### src/rtl/noc_pkg.sv
// Shared NoC constants: VC numbering, flit class encodings and arbiter state type.
package noc_pkg;

  localparam int         NUM_VC    = 3;
  localparam logic [1:0] VC_EJECT  = 2'd0;
  localparam logic [1:0] VC_FWD    = 2'd1;
  localparam logic [1:0] VC_INJ    = 2'd2;
  localparam logic [1:0] VC_NONE   = 2'd3;
  localparam logic [5:0] HEAD_PAT  = 6'b101111;
  localparam logic [7:0] TRAILER   = 8'hFF;
  localparam logic [7:0] IDLE_FLIT = 8'h00;

  typedef enum logic {ARB_IDLE, ARB_LOCKED} arb_state_t;

  function automatic logic is_head(input logic [7:0] f);
    return f[7:2] == HEAD_PAT;
  endfunction

  function automatic logic is_trailer(input logic [7:0] f);
    return f == TRAILER;
  endfunction

  // Round-robin successor over the three VCs
  function automatic logic [1:0] vc_inc(input logic [1:0] v);
    return (v == VC_INJ) ? VC_EJECT : v + 2'd1;
  endfunction

endpackage

### src/rtl/vc_fifo.sv
// Single virtual-channel FIFO with show-ahead read data and occupancy count.
module vc_fifo #(
  parameter int DEPTH  = 4,
  parameter int DATA_W = 8
) (
  input  logic                     clk,
  input  logic                     rst,
  input  logic                     wr_en,
  input  logic [DATA_W-1:0]        wr_data,
  input  logic                     rd_en,
  output logic [DATA_W-1:0]        rd_data,
  output logic                     full,
  output logic                     empty,
  output logic [$clog2(DEPTH):0]   count
);
  localparam int             AW       = $clog2(DEPTH);
  localparam logic [AW:0]    FULL_CNT = (AW + 1)'(DEPTH);

  logic [DATA_W-1:0] r_mem [DEPTH];
  logic [AW-1:0]     r_wr_ptr, r_rd_ptr;
  logic [AW:0]       r_count;
  logic              w_wr, w_rd;

  assign w_wr = wr_en & ~full;
  assign w_rd = rd_en & ~empty;

  // Pointers wrap naturally because DEPTH is a power of two
  always_ff @(posedge clk or negedge rst) begin
    if (!rst) begin
      r_wr_ptr <= '0;
      r_rd_ptr <= '0;
      r_count  <= '0;
    end else begin
      if (w_wr) r_wr_ptr <= r_wr_ptr + 1'b1;
      if (w_rd) r_rd_ptr <= r_rd_ptr + 1'b1;
      case ({w_wr, w_rd})
        2'b10:   r_count <= r_count + 1'b1;
        2'b01:   r_count <= r_count - 1'b1;
        default: r_count <= r_count;
      endcase
    end
  end

  always_ff @(posedge clk) begin
    if (w_wr) r_mem[r_wr_ptr] <= wr_data;
  end

  assign rd_data = r_mem[r_rd_ptr];
  assign full    = (r_count == FULL_CNT);
  assign empty   = (r_count == '0);
  assign count   = r_count;

endmodule

### src/rtl/vc_buffer.sv
// Three-VC input buffer with round-robin output arbitration and packet locking
// from HEAD to TRAILER on the granted VC.
module vc_buffer
  import noc_pkg::*;
#(
  parameter int DEPTH = 4
) (
  input  logic              clk,
  input  logic              rst,
  input  logic [7:0]        flit_in,
  input  logic [1:0]        vc_sel,
  output logic [7:0]        flit_out,
  output logic              out_valid,
  input  logic              out_ready,
  output logic [1:0]        out_vc,
  output logic [NUM_VC-1:0] vc_full,
  output logic [NUM_VC-1:0] vc_empty,
  output logic              drop_err
);
  localparam int CW = $clog2(DEPTH) + 1;

  logic [NUM_VC-1:0] w_wr_en, w_rd_en, w_full, w_empty;
  logic [7:0]        w_rd_data [NUM_VC];
  logic [CW-1:0]     w_count   [NUM_VC];
  logic              w_flit_nz, w_sel_full, w_drop, w_xfer;
  arb_state_t        r_state, w_state_nxt;
  logic [1:0]        r_lock_vc, w_lock_nxt, r_last, r_hold_vc, w_gnt_vc, w_cand;
  logic              r_hold, r_drop_err, w_gnt_valid;

  assign w_flit_nz = (flit_in != IDLE_FLIT);

  always_comb begin
    w_sel_full = 1'b1;
    case (vc_sel)
      VC_EJECT: w_sel_full = w_full[0];
      VC_FWD:   w_sel_full = w_full[1];
      VC_INJ:   w_sel_full = w_full[2];
      default:  w_sel_full = 1'b1;
    endcase
  end

  assign w_drop = w_flit_nz & w_sel_full;

  for (genvar i = 0; i < NUM_VC; i++) begin : g_vc
    assign w_wr_en[i]  = w_flit_nz & (vc_sel == 2'(i)) & ~w_full[i];
    assign w_rd_en[i]  = w_xfer & (w_gnt_vc == 2'(i));
    assign vc_empty[i] = (w_count[i] == '0);

    vc_fifo #(
      .DEPTH  (DEPTH),
      .DATA_W (8)
    ) u_fifo (
      .clk     (clk),
      .rst     (rst),
      .wr_en   (w_wr_en[i]),
      .wr_data (flit_in),
      .rd_en   (w_rd_en[i]),
      .rd_data (w_rd_data[i]),
      .full    (w_full[i]),
      .empty   (w_empty[i]),
      .count   (w_count[i])
    );
  end

  assign vc_full = w_full;

  // A presented-but-unaccepted flit pins the grant so the output stays stable
  always_ff @(posedge clk or negedge rst) begin
    if (!rst) begin
      r_state    <= ARB_IDLE;
      r_lock_vc  <= VC_EJECT;
      r_last     <= VC_INJ;
      r_hold     <= 1'b0;
      r_hold_vc  <= VC_EJECT;
      r_drop_err <= 1'b0;
    end else begin
      r_state    <= w_state_nxt;
      r_lock_vc  <= w_lock_nxt;
      r_hold     <= out_valid & ~out_ready;
      r_hold_vc  <= w_gnt_vc;
      r_drop_err <= w_drop;
      if (w_xfer) r_last <= w_gnt_vc;
    end
  end

  always_comb begin
    w_state_nxt = r_state;
    w_lock_nxt  = r_lock_vc;
    if (w_xfer) begin
      case (r_state)
        ARB_IDLE: begin
          if (is_head(flit_out)) begin
            w_state_nxt = ARB_LOCKED;
            w_lock_nxt  = w_gnt_vc;
          end
        end
        ARB_LOCKED: begin
          if (is_trailer(flit_out)) w_state_nxt = ARB_IDLE;
        end
        default: w_state_nxt = ARB_IDLE;
      endcase
    end
  end

  always_comb begin
    w_gnt_valid = 1'b0;
    w_gnt_vc    = VC_EJECT;
    w_cand      = vc_inc(r_last);
    if (r_hold) begin
      w_gnt_valid = 1'b1;
      w_gnt_vc    = r_hold_vc;
    end else if (r_state == ARB_LOCKED) begin
      w_gnt_valid = ~w_empty[r_lock_vc];
      w_gnt_vc    = r_lock_vc;
    end else begin
      for (int k = 0; k < NUM_VC; k++) begin
        if (!w_gnt_valid && !w_empty[w_cand]) begin
          w_gnt_valid = 1'b1;
          w_gnt_vc    = w_cand;
        end
        w_cand = vc_inc(w_cand);
      end
    end
  end

  assign out_valid = w_gnt_valid;
  assign flit_out  = w_gnt_valid ? w_rd_data[w_gnt_vc] : IDLE_FLIT;
  assign out_vc    = w_gnt_valid ? w_gnt_vc : VC_EJECT;
  assign w_xfer    = out_valid & out_ready;
  assign drop_err  = r_drop_err;

endmodule

### config.mk
export PLATFORM = sky130hd
export DESIGN_NAME = vc_buffer
export DESIGN_NICKNAME = d
export VERILOG_FILES = /design/src/rtl/noc_pkg.sv /design/src/rtl/vc_fifo.sv /design/src/rtl/vc_buffer.sv
export SDC_FILE = /design/constraint.sdc
export NUM_CORES = 1
export LEC_CHECK = 0
export CAP_MARGIN = 5
export CORE_MARGIN = 2
export CORE_UTILIZATION = 35
export DETAILED_ROUTE_END_ITERATION = 10
export PLACE_DENSITY_LB_ADDON = 0.1
export REMOVE_ABC_BUFFERS = 1
export SYNTH_ARGS = -nofsm -noshare
export SYNTH_HDL_FRONTEND = slang
export SYNTH_SLANG_ARGS = --single-unit
### constraint.sdc
create_clock -name clk -period 2.8 [get_ports clk]
set_input_delay 0.42 -clock clk [delete_from_list [all_inputs] [get_ports clk]]
set_output_delay 0.42 -clock clk [all_outputs]
set_load 0.02 [all_outputs]
==> results.yml <==
status:
  run_status: "complete, but fails checks"
  violated_checks: "negative setup slack"
clock_tree:
  worst_skew_pair.late_latency_ns: 0.42
  cts.htree.levels: 4
  clock_tree_from_tritoncts: "built"
  cts_num_sinks: 126
  cts_buffers: 17
  ctsLongestPathBuffers: 2
  cts_root_buf: "clkbuf_16"
  clk_pin_slew_ns: 0.06
  ctsHoldBuffers: 0
synthesis:
  synth-compound-area-share_pct: 6.06
  yosysSeqAreaShare_pct: 64.3
  post_synth_num_cell_types: 64
  yosysWarningCount: 0
  post_synth_instance_area_um2: 5660
  dominant_combinational_cell_family_by_area_after_synthesis: "multiplexers"
  syn-instance-count: 358
  synth_fa_ha_area_share_pct: 4.38
  post_synthesis_share_of_cell_area_spent_on_xor_and_xnor_gates_pct: 2.79
  proportion_of_synthesized_area_in_mux_cells_pct: 10.3
  synth_simple_gate_area_share_pct: 8.81
  ys_seq_elements: 126
  synth-async-reset-ratio_pct: 23.8
  netlist.area_leader.share_pct: 51.0
  synth_enable_flop_cells: 96
  synth_top_cells_by_area: "edfxtp_1 (51%), dfrtp_1 (13%), mux4_2 (9.6%)"
  syn_area_per_cell_um2: 15.8
  synth_top_flop_cell: "edfxtp_1"
  synth.largest_area_cell: "edfxtp_1"
critical_path:
  path_cells: "or3_4 > a211o_1 > o21ai_4 > buf_12 > nand2_4 > and3_4 > a311oi_2 > nor2_1 > buf_2"
  r2r.worst_path.cells: 11
  critical_path.startpoint_type: "flop"
  cp_data_required_time_ns: 2.38
  timing_worst_setup_path_type: "reg -> out"
  worst_setup_path_end_kind: "output pin"
  timing.critical_path.buf_inv: 2
  endpoint_of_the_worst_slack_reg_to_reg_timing_path: "r_state"
  r2r_setup_slack_ns: -0.23
  timing.rr.start: "g_vc[1].u_fifo.count[2]"
  cp_data_arrival_time_ns: 2.62
  critPathSlowestCell: "or3_4"
  critPathTopFamily: "simple AND/OR/NAND/NOR gates"
  worst-path-max-fanout: 5
  critical_path.max_stage_delay_ns: 0.41
final_layout:
  fill_count: 1332
  post_route_cells_drive_above_1_share_pct: 42.5
  antenna_cells: 0
  final_area_um2: 7830
  area.sequential_um2: 3640
  final_util_pct: 49.5
  net_count_final: 528
  synthToLayoutAreaGrowth_pct: 38.5
  post_route_insts_no_fill: 726
  multiInputGateArea_um2: 2090
route:
  detail-route-antenna-nets: 0
  met1_length_um: 6180
  wl_met3_um: 522
  wl_met2_um: 6840
  drt_wl_total_um: 13900
  avgViaCountPerCell: 4.84
  drtIter0Drc: 249
  wl_per_cell_um: 19.2
  remaining_drc_errors: 0
  first_pass_iteration_count_of_the_detailed_router: 4
  dr_total_vias: 3514
  highest-signal-layer: "met4"
sta:
  maxClockFrequency_mhz: 329
  tightestPinTransition_ns: 0.464
  rsz0062_at_grt: "yes"
  final-max-slew-violation-count: 0
  worst_hold_slack_ns: 0.422
  layout_worst_path_cycle_share_pct: 108
  finalWorstSetupSlack_ns: -0.237
  finalSetupTns_ns: -2.61
  setup_viol: 17
  hold_violations: 0
  finalClockSkew_ns: 0.00703
  min_period_ns: 3.04
  slew_headroom_pct: 69.1
grt:
  globalRouteOverflowTotal: 0
  grt_start_max_net_pins: 31
  via_count_of_the_first_global_routing_pass: 3646
  grt_first_pass_wirelength_um: 21400
  groute.usage.overall_pct: 16.9
  antenna_found_initial: 0
pwr:
  power.share.clock_pct: 24.1
  leakagePower_uw: 0.00306
  internal_power_uw: 5710
  seqPwrFrac_pct: 30.2
  peakVddDrop_v: 0.000499
  p_comb_share_pct: 45.7
  powerDensity_nw_per_um2: 1110
  power_switching_share_pct: 34.4
  power.net_switching_uw: 2990
placed_design:
  hpwl_after_dpl_um: 9920
  placed_cell_area_um2: 6840
  place.gp.congestion: 0.833
  post-place-cells: 674
  io_buffers: 30
die:
  pin_count: 31
  placeableCoreArea_um2: 15800
  fp-row-count: 46
  initial_core_util_pct: 35.7
  die_area_um2: 17200
  die_x_um: 131
  dieHeight_um: 131
worst_hold_path:
  worstHoldPathType: "in -> async"
flow_run:
  maxCapViolCount: 0
[kinds of logic after synthesis]
group	Yosys count
fa+ha+maj	18
flops	126
simple gates	84
mux	28
compound gates	43
xor+xnor	18
buf+inv	41
[per-layer routing]
metal / GRT usage [%] / up-vias
met5: 0 / -
met3: 4.40 / 22
met4: 6.46 / 0
met2: 27.8 / 70
li1: - / 1642
met1: 21.7 / 1780
[through the flow]
step           power (uW)  setup slack, ns
2_1_floorplan        4370           -0.493
3_3_place_gp         6010           -0.401
6_report             8700           -0.237
4_1_cts              8660           -0.224
5_1_grt              9200           -0.348
3_5_place_dp         6020           -0.400
[cells in the final DEF (no fill, tap or decap), drive strengths merged, types with 3 or more instances in the layout]
master,instances
buf,115
edfxtp,96
dfrtp,29
inv,25
mux4,24
clkbuf,21
clkdlybuf4s50,19
nor2,16
nand2,16
ha,15
and2,14
xor2,9
xnor2,9
o21ai,6
nor3,6
clkinv,6
a311oi,6
and3,6
a21oi,5
nand4b,4
o211a,4
and4,4
clkinvlp,3
a21boi,3
nand2b,3
a211oi,3
nor4,3
fa,3
[synthesized netlist by cell type, types with 3 or more instances]
cell type  number
a211oi_1        3
a21oi_1         5
a311oi_1        6
and2_1         13
and3_1          5
buf_4           7
clkbuf_1        4
dfrtp_1        29
edfxtp_1       96
fa_1            3
ha_1           15
inv_1          21
mux4_2         24
nand2_1        14
nand2b_1        3
nand4b_1        4
nor2_1         16
nor3_1          5
o211a_1         4
o21ai_0         5
xnor2_1         9
xor2_1          9
[worst register-to-register path, stage by stage (launching register included)]
cell and delay, ns:
dfrtp_1 0.38, or3_4 0.41, a211o_1 0.31, o21ai_4 0.18, buf_12 0.13, buf_6 0.12, and4_4 0.21, a311oi_2 0.05
buf_4 0.16, nor4_4 0.28, or4b_1 0.45, a32o_2 0.24
[worst max path at each step]
stage	startpoint	to	slack (ns)	cells after the start
3_3_place_gp	r_lock_vc[1]	g_vc[0].u_fifo.count[2]	-0.40	14
6_report	g_vc[1].u_fifo.count[2]	flit_out[7]	-0.24	9
2_1_floorplan	g_vc[0].u_fifo.count[0]	g_vc[1].u_fifo.count[2]	-0.49	12
3_5_place_dp	r_lock_vc[1]	g_vc[0].u_fifo.count[2]	-0.40	14
5_1_grt	g_vc[1].u_fifo.count[2]	g_vc[2].u_fifo.count[2]	-0.35	14
4_1_cts	g_vc[1].u_fifo.count[2]	flit_out[0]	-0.22	8
[repair_timing]
action / 4_1_cts / 5_1_grt
resized for setup: 95 / 5
endpoints found under the hold margin: 0 / 0
gates cloned: 2 / 0
setup buffers: 16 / 3
setup endpoints to repair: 19 / 20
pin swaps: 23 / 6
[sequential cells by signal (all words and copies together) (netlist names)]
name,count
g_vc.u_fifo.r_rd_ptr,6
r_hold,1
g_vc.u_fifo.count,9
drop_err,1
r_state,1
g_vc.u_fifo.r_wr_ptr,6
r_hold_vc,2
g_vc.u_fifo.r_mem,96
r_lock_vc,2
r_last,2
[layout make-up]
type	instances	share of cell area, %
clock inverter	11	1.36
inverter	24	1.23
tap	216	3.45
multi-input combinational	192	26.7
clock buffer	21	5.88
sequential	126	46.5
timing repair buffer	136	14.9
[power groups by stage]
| stage | sequential, uW | clock, uW | combinational (uW) |
|---|---|---|---|
| finish | 2630 | 2100 | 3980 |
| global route | 2670 | 2220 | 4310 |
| floorplan | 2710 | 0 | 1660 |
| global placement | 2660 | 0 | 3350 |
| CTS | 2640 | 2140 | 3890 |
| detailed placement | 2660 | 0 | 3360 |
(Power assumes the default switching activity.)
